--- config.mk ---
export PLATFORM = sky130hd
export DESIGN_NAME = pipe_ctrl_flat
export DESIGN_NICKNAME = d
export VERILOG_FILES = /design/src/rtl/pipe_ctrl_pkg.sv /design/src/rtl/pipe_ctrl_if.sv /design/src/rtl/pipe_ctrl_sat_cnt.sv /design/src/rtl/pipe_ctrl.sv /design/src/flat_wrapper.sv
export SDC_FILE = /design/constraint.sdc
export NUM_CORES = 1
export LEC_CHECK = 0
export CAP_MARGIN = 10
export CORE_MARGIN = 2
export CORE_UTILIZATION = 34
export CTS_CLUSTER_DIAMETER = 30
export DETAILED_ROUTE_END_ITERATION = 16
export PLACE_DENSITY = 0.81
export REMOVE_ABC_BUFFERS = 1
export SLEW_MARGIN = 20
export SYNTH_ARGS = -nofsm -noshare
export SYNTH_HDL_FRONTEND = slang
export SYNTH_SLANG_ARGS = --single-unit
--- constraint.sdc ---
create_clock -name clk -period 3.9 [get_ports clk]
set_clock_uncertainty 0.1 [all_clocks]
set_input_delay 1.17 -clock clk [delete_from_list [all_inputs] [get_ports clk]]
set_output_delay 1.17 -clock clk [all_outputs]
set_load 0.1 [all_outputs]
--- src/rtl/pipe_ctrl_pkg.sv ---
// Shared definitions for the pipeline sequencing controller: bus widths,
// stage indices, FSM state encoding and the canned stall/flush patterns.
package pipe_ctrl_pkg;

  localparam int REG_ADDR_W = 5;
  localparam int STALL_W    = 4;
  localparam int FLUSH_W    = 3;

  localparam int STG_PC    = 0;
  localparam int STG_IF_ID = 1;
  localparam int STG_ID_EX = 2;
  localparam int STG_EX_LS = 3;

  localparam int FL_IF_ID = 0;
  localparam int FL_ID_EX = 1;
  localparam int FL_EX_LS = 2;

  typedef enum logic [1:0] {
    CTRL_RUN     = 2'd0,
    CTRL_MC_WAIT = 2'd1,
    CTRL_HALTED  = 2'd2
  } ctrl_state_e;

  localparam logic [STALL_W-1:0] STALL_NONE  = 4'b0000;
  localparam logic [STALL_W-1:0] STALL_ALL   = 4'b1111;
  localparam logic [STALL_W-1:0] STALL_FRONT = 4'b0011;

  localparam logic [FLUSH_W-1:0] FLUSH_NONE   = 3'b000;
  localparam logic [FLUSH_W-1:0] FLUSH_JUMP   = 3'b011;
  localparam logic [FLUSH_W-1:0] FLUSH_BUBBLE = 3'b010;
  localparam logic [FLUSH_W-1:0] FLUSH_EX     = 3'b100;

endpackage

--- src/rtl/pipe_ctrl_if.sv ---
// Decode/execute status in, per-stage stall/flush and PC redirect out.
interface pipe_ctrl_if
  import pipe_ctrl_pkg::*;
#(
  parameter int CNT_W = 32
);
  logic                  id_rs1_re_i;
  logic [REG_ADDR_W-1:0] id_rs1_addr_i;
  logic                  id_rs2_re_i;
  logic [REG_ADDR_W-1:0] id_rs2_addr_i;
  logic                  ex_load_i;
  logic [REG_ADDR_W-1:0] ex_rd_addr_i;
  logic                  ex_jump_i;
  logic [31:0]           ex_jump_addr_i;
  logic                  mc_req_i;
  logic                  mc_done_i;
  logic                  halt_req_i;
  logic [STALL_W-1:0]    stall_o;
  logic [FLUSH_W-1:0]    flush_o;
  logic                  pc_jump_o;
  logic [31:0]           pc_jump_addr_o;
  logic                  halted_o;
  logic [CNT_W-1:0]      stall_cnt_o;

  // Controller side
  modport master (
    input  id_rs1_re_i, id_rs1_addr_i, id_rs2_re_i, id_rs2_addr_i,
           ex_load_i, ex_rd_addr_i, ex_jump_i, ex_jump_addr_i,
           mc_req_i, mc_done_i, halt_req_i,
    output stall_o, flush_o, pc_jump_o, pc_jump_addr_o, halted_o, stall_cnt_o
  );

  // Core side
  modport slave (
    output id_rs1_re_i, id_rs1_addr_i, id_rs2_re_i, id_rs2_addr_i,
           ex_load_i, ex_rd_addr_i, ex_jump_i, ex_jump_addr_i,
           mc_req_i, mc_done_i, halt_req_i,
    input  stall_o, flush_o, pc_jump_o, pc_jump_addr_o, halted_o, stall_cnt_o
  );

endinterface

--- src/rtl/pipe_ctrl_sat_cnt.sv ---
// Saturating up-counter for performance monitoring; sticks at all-ones.
module pipe_ctrl_sat_cnt #(
  parameter int CNT_W = 32
) (
  input  logic             clk,
  input  logic             rst,
  input  logic             en,
  output logic [CNT_W-1:0] cnt
);

  always_ff @(posedge clk or posedge rst) begin
    if (rst) begin
      cnt <= '0;
    end else if (en && (cnt != {CNT_W{1'b1}})) begin
      cnt <= cnt + CNT_W'(1);
    end
  end

endmodule

--- src/rtl/pipe_ctrl.sv ---
// Pipeline sequencing controller: load-use bubbles, jump flushes,
// multi-cycle execute waits and debug halt, plus a stall-cycle counter.
module pipe_ctrl
  import pipe_ctrl_pkg::*;
#(
  parameter int CNT_W = 32
) (
  input  logic       clk,
  input  logic       rst,
  pipe_ctrl_if.master bus
);

  ctrl_state_e        state_q;
  logic               halted_q;
  logic               lu;
  logic               mc_start;
  logic [STALL_W-1:0] stall;
  logic [FLUSH_W-1:0] flush;
  logic               pc_jump;
  logic [31:0]        pc_jump_addr;
  logic [CNT_W-1:0]   stall_cnt;

  // x0 never carries a hazard since it is hard-wired to zero.
  assign lu = bus.ex_load_i && (bus.ex_rd_addr_i != '0) &&
              ((bus.id_rs1_re_i && (bus.id_rs1_addr_i == bus.ex_rd_addr_i)) ||
               (bus.id_rs2_re_i && (bus.id_rs2_addr_i == bus.ex_rd_addr_i)));

  // A request with done in the same cycle is a single-cycle result.
  assign mc_start = bus.mc_req_i && !bus.mc_done_i;

  always_comb begin
    stall        = STALL_NONE;
    flush        = FLUSH_NONE;
    pc_jump      = 1'b0;
    pc_jump_addr = '0;
    if (rst) begin
      stall = STALL_ALL;
    end else begin
      unique case (state_q)
        CTRL_RUN: begin
          if (bus.ex_jump_i) begin
            pc_jump      = 1'b1;
            pc_jump_addr = bus.ex_jump_addr_i;
            flush        = FLUSH_JUMP;
          end else if (mc_start) begin
            stall = STALL_ALL;
            flush = FLUSH_EX;
          end else if (lu) begin
            stall = STALL_FRONT;
            flush = FLUSH_BUBBLE;
          end
        end
        CTRL_MC_WAIT: begin
          if (!bus.mc_done_i) begin
            stall = STALL_ALL;
            flush = FLUSH_EX;
          end
        end
        CTRL_HALTED: begin
          stall = STALL_ALL;
          flush = FLUSH_EX;
        end
        default: begin
          stall = STALL_ALL;
        end
      endcase
    end
  end

  always_ff @(posedge clk or posedge rst) begin
    if (rst) begin
      state_q  <= CTRL_RUN;
      halted_q <= 1'b0;
    end else begin
      unique case (state_q)
        CTRL_RUN: begin
          if (!bus.ex_jump_i && mc_start) begin
            state_q <= CTRL_MC_WAIT;
          end else if (!bus.ex_jump_i && !lu && bus.halt_req_i) begin
            state_q  <= CTRL_HALTED;
            halted_q <= 1'b1;
          end
        end
        CTRL_MC_WAIT: begin
          if (bus.mc_done_i) begin
            state_q <= CTRL_RUN;
          end
        end
        CTRL_HALTED: begin
          if (!bus.halt_req_i) begin
            state_q  <= CTRL_RUN;
            halted_q <= 1'b0;
          end
        end
        default: begin
          state_q  <= CTRL_RUN;
          halted_q <= 1'b0;
        end
      endcase
    end
  end

  pipe_ctrl_sat_cnt #(
    .CNT_W (CNT_W)
  ) u_stall_cnt (
    .clk (clk),
    .rst (rst),
    .en  (stall[STG_PC]),
    .cnt (stall_cnt)
  );

  assign bus.stall_o        = stall;
  assign bus.flush_o        = flush;
  assign bus.pc_jump_o      = pc_jump;
  assign bus.pc_jump_addr_o = pc_jump_addr;
  assign bus.halted_o       = halted_q;
  assign bus.stall_cnt_o    = stall_cnt;

endmodule
--- src/flat_wrapper.sv ---
// flat-port wrapper written by rule: the top's interface ports become plain ports
module pipe_ctrl_flat import pipe_ctrl_pkg::*;
#(
  parameter int CNT_W = 32
)
  (clk, rst, bus_id_rs1_re_i, bus_id_rs1_addr_i, bus_id_rs2_re_i, bus_id_rs2_addr_i, bus_ex_load_i, bus_ex_rd_addr_i, bus_ex_jump_i, bus_ex_jump_addr_i, bus_mc_req_i, bus_mc_done_i, bus_halt_req_i, bus_stall_o, bus_flush_o, bus_pc_jump_o, bus_pc_jump_addr_o, bus_halted_o, bus_stall_cnt_o);
  pipe_ctrl_if #(.CNT_W(CNT_W)) bus_i ();
  input  logic clk;
  input  logic rst;
  input wire logic [$bits(bus_i.id_rs1_re_i)-1:0] bus_id_rs1_re_i;
  input wire logic [$bits(bus_i.id_rs1_addr_i)-1:0] bus_id_rs1_addr_i;
  input wire logic [$bits(bus_i.id_rs2_re_i)-1:0] bus_id_rs2_re_i;
  input wire logic [$bits(bus_i.id_rs2_addr_i)-1:0] bus_id_rs2_addr_i;
  input wire logic [$bits(bus_i.ex_load_i)-1:0] bus_ex_load_i;
  input wire logic [$bits(bus_i.ex_rd_addr_i)-1:0] bus_ex_rd_addr_i;
  input wire logic [$bits(bus_i.ex_jump_i)-1:0] bus_ex_jump_i;
  input wire logic [$bits(bus_i.ex_jump_addr_i)-1:0] bus_ex_jump_addr_i;
  input wire logic [$bits(bus_i.mc_req_i)-1:0] bus_mc_req_i;
  input wire logic [$bits(bus_i.mc_done_i)-1:0] bus_mc_done_i;
  input wire logic [$bits(bus_i.halt_req_i)-1:0] bus_halt_req_i;
  output wire logic [$bits(bus_i.stall_o)-1:0] bus_stall_o;
  output wire logic [$bits(bus_i.flush_o)-1:0] bus_flush_o;
  output wire logic [$bits(bus_i.pc_jump_o)-1:0] bus_pc_jump_o;
  output wire logic [$bits(bus_i.pc_jump_addr_o)-1:0] bus_pc_jump_addr_o;
  output wire logic [$bits(bus_i.halted_o)-1:0] bus_halted_o;
  output wire logic [$bits(bus_i.stall_cnt_o)-1:0] bus_stall_cnt_o;
  assign bus_i.id_rs1_re_i = bus_id_rs1_re_i;
  assign bus_i.id_rs1_addr_i = bus_id_rs1_addr_i;
  assign bus_i.id_rs2_re_i = bus_id_rs2_re_i;
  assign bus_i.id_rs2_addr_i = bus_id_rs2_addr_i;
  assign bus_i.ex_load_i = bus_ex_load_i;
  assign bus_i.ex_rd_addr_i = bus_ex_rd_addr_i;
  assign bus_i.ex_jump_i = bus_ex_jump_i;
  assign bus_i.ex_jump_addr_i = bus_ex_jump_addr_i;
  assign bus_i.mc_req_i = bus_mc_req_i;
  assign bus_i.mc_done_i = bus_mc_done_i;
  assign bus_i.halt_req_i = bus_halt_req_i;
  assign bus_stall_o = bus_i.stall_o;
  assign bus_flush_o = bus_i.flush_o;
  assign bus_pc_jump_o = bus_i.pc_jump_o;
  assign bus_pc_jump_addr_o = bus_i.pc_jump_addr_o;
  assign bus_halted_o = bus_i.halted_o;
  assign bus_stall_cnt_o = bus_i.stall_cnt_o;
  pipe_ctrl #(.CNT_W(CNT_W)) u_core (.clk(clk), .rst(rst), .bus(bus_i));
endmodule
==> impl_summary.txt <==
----------------------------------------------------
[Outcome]
  Outcome ... completed

[Final layout]
  Most used cells in the layout excluding fill and tap cells ... buf_4 (47), buf_12 (42), clkdlybuf4s50_1 (39)
  Synthesis-to-layout area growth ... 94.0%
  Antenna diodes ... 0
  Final Instance Area ... 4050 um^2
  Share of layout cells above drive strength 1 ... 36.6%
  Final Util ... 68.3%
  Number of nets in the layout ... slightly above 400
  Most common library cell in the layout ignoring fill and taps ... buf_4

[CTS]
  Maximum root-to-sink buffer count ... 2
  Num Clock Sinks ... 35
  Total number of H-tree levels ... 2
  Worst-path clk slew ... 70 ps
  Clock tree from TritonCTS ... yes
  Number of buffers created by CTS ... 5
  Clk Tree Root Cell ... clkbuf_8
  Later-pin clock latency in the skew report ... 290 ps
  Number of buffers inserted by hold repair at cts ... 0

[Floorplan]
  Cell row count ... 28
  Die Footprint ... 6780 um^2
  Width of the chip ... 82.3 um
  Die Y-Extent ... a little over 80 um
  Starting Density ... 35.2%
  Number of top-level design ports ... between 100 and 150
  Area of the core region ... 5920 um^2

[Pwr]
  Power density cells ... 425 nW/um^2
  Static leakage ... 1.78 nW
  Switching power summed over all nets ... 842 uW
  Combinational fraction of design power ... 54.3%
  Worst IR drop on VDD ... 0.312 mV
  Relative contribution of sequential cells to total power ... 27.0%
  Fraction of power consumed by the clock network ... between 10% and 20%
  Total internal power ... 877 uW
  Sw frac ... 49.0%

[STA]
  Worst slew pin tran ... 536 ps
  Final max-slew violation count ... 0
  Maximum frequency from static timing analysis ... around 260 MHz
  Period utilisation layout ... 98.7%
  Final setup slack of the worst path ... 48.8 ps
  Final number of setup-violating endpoints ... 0
  Time the worst path needs with I/O delays and setup ... 3850 ps
  Unrepaired setup endpoints after global routing ... true
  Headroom to the max-slew limit ... about 64%
  Final hold violation count ... 0
  Hold Worst Slack ... approximately 400 ps

[Critical path]
  Maximum net fanout on the critical path ... 2
  Crit path DAT ... around 2600 ps
  Crit path max-delay cell type ... clkdlybuf4s50_1
  Cell Chain, Critical Path ... clkdlybuf4s50_1, nand2b_4, a21oi_1, or3_4, o21ba_4, inv_4, buf_12
  Peak per-stage delay on the critical path ... 450 ps
  Required time of the critical path ... 2630 ps
  Type of the setup path with the least slack ... in2out
  Critical Path End Type ... primary output
  Startpoint type of the worst setup path ... input pin

[Global route]
  Aggregate global routing overflow ... 0
  Overall track demand over capacity in global routing ... 20.2%
  First-pass GRT wire length ... approximately 10000 um
  Number of global-route vias before repair ... 2119
  Pin count of the biggest net entering global routing ... 36
  Initial antenna violation count ... 0

[Logic synthesis]
  Number of flip-flops and latches in the synthesized netlist ... 35
  Number of distinct library cell variants in the gate-level netlist after synthesis ... 34
  Yosys top cell area share ... 42.0%
  Biggest area consumer among synthesized cells ... dfrtp_1
  Async set-reset flop share out of synthesis ... 100%
  Biggest area contributors in the synthesized netlist ... dfrtp_1 (42%), xnor2_1 (10%), and2_1 (10%), xor2_1 (6.7%), nand2_1 (3.6%)
  Syn_area_per_cell ... 9.57 um^2
  Sequential area share after synthesis ... 42.0%
  Synth Flop Type ... dfrtp_1
  Yosys warns ... 0
  Cell area after synthesis ... 2090 um^2
  Number of enable flip-flop cells after synthesis ... 0
  Cell count after synthesis ... 218

[Hold path]
  Worst min-delay path class ... reg2reg

[Placed design]
  Post-DP HPWL ... around 5400 um
  Placed cell areas ... 3810 um^2
  Worst Setup Slack post-DPL ... -348 ps
  Final estimated routing congestion in global placement ... approximately 0.84
  Count of buffers from port buffering ... 128

[Drt]
  Total wire length ... 6900 um
  Drt initial violations ... 68
  DR WL/cell ... 15.9 um
  Post-DRT Antenna Nets ... 0
  DRC ... 0
  Number of optimization iterations in the first detailed-route pass ... 4
  Via count normalized by instance count ... 4.91
  Vias post-DR ... approximately 2100

[Job]
  Count of max-cap constraint violations ... 0

----------------------------------------------------
[routing by layer]
| metal | up-vias | GRT usage (%) | share of wire (%) |
|---|---|---|---|
| met5 | - | 0 | 0 |
| met4 | 0 | 5.50 | 1.9 |
| li1 | 1008 | - | - |
| met1 | 1008 | 22.3 | 35 |
| met2 | 95 | 36.9 | 53 |
| met3 | 15 | 6.63 | 11 |
[power groups by stage]
stage	clock, mW	sequential, mW	combinational [mW]
6_report	0.322	0.464	0.933
3_3_place_gp	0	0.468	0.905
4_1_cts	0.334	0.464	0.926
2_1_floorplan	0	0.783	0.302
5_1_grt	0.347	0.472	0.970
3_5_place_dp	0	0.471	0.917
[cell type report]
| cell class | count | area (um^2) |
|---|---|---|
| fill | 448 | 1870 |
| timing repair buffer | 143 | 1710 |
| multi-input combinational | 167 | 1230 |
| sequential | 35 | 876 |
| tap | 75 | 93.8 |
| clock buffer | 5 | 68.8 |
| clock inverter | 3 | 43.8 |
| inverter | 5 | 21.3 |
[cell families after synthesis]
logic type      Yosys count  share of synthesized area [%]
xor+xnor                 41                           17.2
fa+ha+maj                 1                          0.600
compound gates            7                           2.28
simple gates            118                           33.5
flops                    35                           42.0
buf+inv                  16                           4.38
[state kept, by name, summed over array words and instances (netlist names)]
register                cells
u_core.u_stall_cnt.cnt     32
u_core.state_q              2
u_core.bus.halted_o         1
[repair_timing]
action	in CTS	in global routing
endpoints found under the hold margin	0	0
buffers inserted	2	0
pin swaps	8	15
setup endpoints to repair	35	36
resized for setup	38	36
cloned	1	0
[synth_stat cells, types with 2 or more instances]
| library cell | number |
|---|---|
| dfrtp_1 | 35 |
| and2_1 | 34 |
| xnor2_1 | 25 |
| nand2_1 | 20 |
| xor2_1 | 16 |
| nand3_1 | 13 |
| nor2_1 | 11 |
| nand4_1 | 9 |
| and3_1 | 7 |
| nor3_1 | 7 |
| inv_1 | 5 |
| buf_4 | 4 |
| clkbuf_1 | 4 |
| nor4_2 | 4 |
| a21oi_1 | 2 |
| buf_6 | 2 |
| nor4_1 | 2 |
| or4_1 | 2 |
[path summary, 6_finish.rpt]
kind / endpoint / depth (start not counted) / slack [ps] / from
setup / recovery: bus_stall_o[0] / 7 / 50 / bus_mc_req_i
hold / removal: u_core.u_stall_cnt.cnt[26]$_DFFE_PP0P_ / 1 / 400 / u_core.u_stall_cnt.cnt[26]$_DFFE_PP0P_
setup reg to reg: u_core.u_stall_cnt.cnt[20]$_DFFE_PP0P_ / 8 / 1340 / u_core.u_stall_cnt.cnt[0]$_DFFE_PP0P_
hold reg to reg: u_core.u_stall_cnt.cnt[26]$_DFFE_PP0P_ / 1 / 400 / u_core.u_stall_cnt.cnt[26]$_DFFE_PP0P_
max in group asynchronous: u_core.u_stall_cnt.cnt[20]$_DFFE_PP0P_ / 3 / 1990 / rst
min in group asynchronous: u_core.u_stall_cnt.cnt[12]$_DFFE_PP0P_ / 3 / 1390 / rst
[stage by stage]
step | TNS (ps) | instances | power (mW)
6_report | 0 | 433 | 1.72
5_1_grt | -117 | 433 | 1.79
4_1_cts | -145 | 433 | 1.72
3_5_place_dp | -1160 | 422 | 1.39
3_3_place_gp | -738 | 422 | 1.37
2_1_floorplan | -83650 | 207 | 1.08
[worst max-delay path, delay by kind of cell]
| family | cells | cell delay (ps) |
|---|---|---|
| AO/OA/AOI/OAI | 2 | 320 |
| AND/OR/NAND/NOR | 2 | 430 |
| buffers and inverters | 3 | 660 |
Note: power is estimated with default switching activity, not from simulation.
==> RTL edit: new RTL, same settings <==
Re-encode `ctrl_state_e` (3 states) as one-hot, 3 bits wide.
--- a/src/rtl/pipe_ctrl_pkg.sv
+++ b/src/rtl/pipe_ctrl_pkg.sv
@@ -15,10 +15,10 @@
   localparam int FL_ID_EX = 1;
   localparam int FL_EX_LS = 2;
 
-  typedef enum logic [1:0] {
-    CTRL_RUN     = 2'd0,
-    CTRL_MC_WAIT = 2'd1,
-    CTRL_HALTED  = 2'd2
+  typedef enum logic [2:0] {
+    CTRL_RUN     = 3'b001,
+    CTRL_MC_WAIT = 3'b010,
+    CTRL_HALTED  = 3'b100
   } ctrl_state_e;
 
   localparam logic [STALL_W-1:0] STALL_NONE  = 4'b0000;
Check against the original RTL: no difference found for any inputs over 10 cycles, from zero or initial values and one cycle with rst high; not proved beyond that.
==> RTL edit against the original RTL <==
The run now ends with setup timing left. Non-clock buffer count is 17 higher. Sequential power is 11% higher. Sequential cell count increased by 1. Hold slack better by 6.7 ps. Combinational power rose by 58%. Cell area is 8.5% higher. Power rose by 34%. Synthesized area is 14% higher. Via count rose by 13%. Worst setup slack worse by 52 ps. Wire length up 15%. Synthesized cell count up 13%. Sequential share of layout area fell by 1.1 points. Critical path type unchanged. Largest cell class unchanged. Largest power group unchanged.
==> RTL edit: results <==
yosys:
  ys_top_cells_by_area: "dfrtp_1, and2_1, xor2_1"
  synth_cell_type_count: 45
  synth_cells: 246
  yosysSeqAreaShare_pct: 38.0
  synth-compound-area-share_pct: 6.48
  yosys.area_share.adder_pct: 0.527
  muxShareOfSynthArea_pct: 0.474
finish:
  nFillCells: 512
  drive_gt1_share_pct: 36.3
drt:
  via_per_inst: 5.01
  wl_met3_um: 439
  wirelength_um: 7910
  drt_iter0_markers: 127
  wirelength_met1_um: 3190
  wl_met2_um: 4150
timing:
  hold_slack_ps: 404
  setup-violations-final: 2
  setup_tns_ps: -6.75
  fin_ws_ps: -3.41
global_route:
  grt_start_max_net_pins: 37
  use_met2_pct: 39.0
  grt_pass1_vias: 2446
  grt_use_total_pct: 20.8
placement:
  hpwlAfterDp_um: 6260
  dp_worst_setup_slack_ps: -329
critical_path:
  r2r-end: "u_core.u_stall_cnt.cnt[23]$_DFFE_PP0P_"
  setup.worst_path.end: "bus_stall_o[1]"
  max_stage_delay_ps: 560
  critPathArrivalTime_ps: 2630
  path_max_fanout: 3
clock_network:
  postCtsSetupBuffers: 13
min_path:
  min_from: "u_core.u_stall_cnt.cnt[13]$_DFFE_PP0P_"
run_status:
  outcome: "finished with violations"
  violations: "setup timing"
power:
  switching_power_mw: 1.22
-- RTL edit: changes by cell type in the layout (fill, tap and decap cells not counted), sizes merged, moves of 4 or more --
cell         delta
clkbuf          -5
xor2            +7
inv             +6
and3            -4
buf            +13
nor3           +15
nand3           +5
xnor2           -7
dlygate4sd2    +10
nand2           -8
-- RTL edit: power groups by stage --
| stage | clock (mW) | combinational, mW | sequential [mW] |
|---|---|---|---|
| after global placement | 0 | 1.43 | 0.513 |
| final | 0.320 | 1.47 | 0.513 |
| after global routing | 0.343 | 1.53 | 0.524 |
| after detailed placement | 0 | 1.45 | 0.520 |
| after CTS | 0.328 | 1.47 | 0.512 |
| after floorplan | 0 | 0.636 | 0.832 |
-- RTL edit: final cells by class --
cell class                 count  area [um^2]  area share (%)
clock inverter                 2         35.0           0.798
inverter                      11         41.3           0.941
multi-input combinational    187         1400            32.0
timing repair buffer         160         1830            41.8
clock buffer                   6         72.6            1.65
sequential                    36          902            20.6
tap                           80          100            2.28
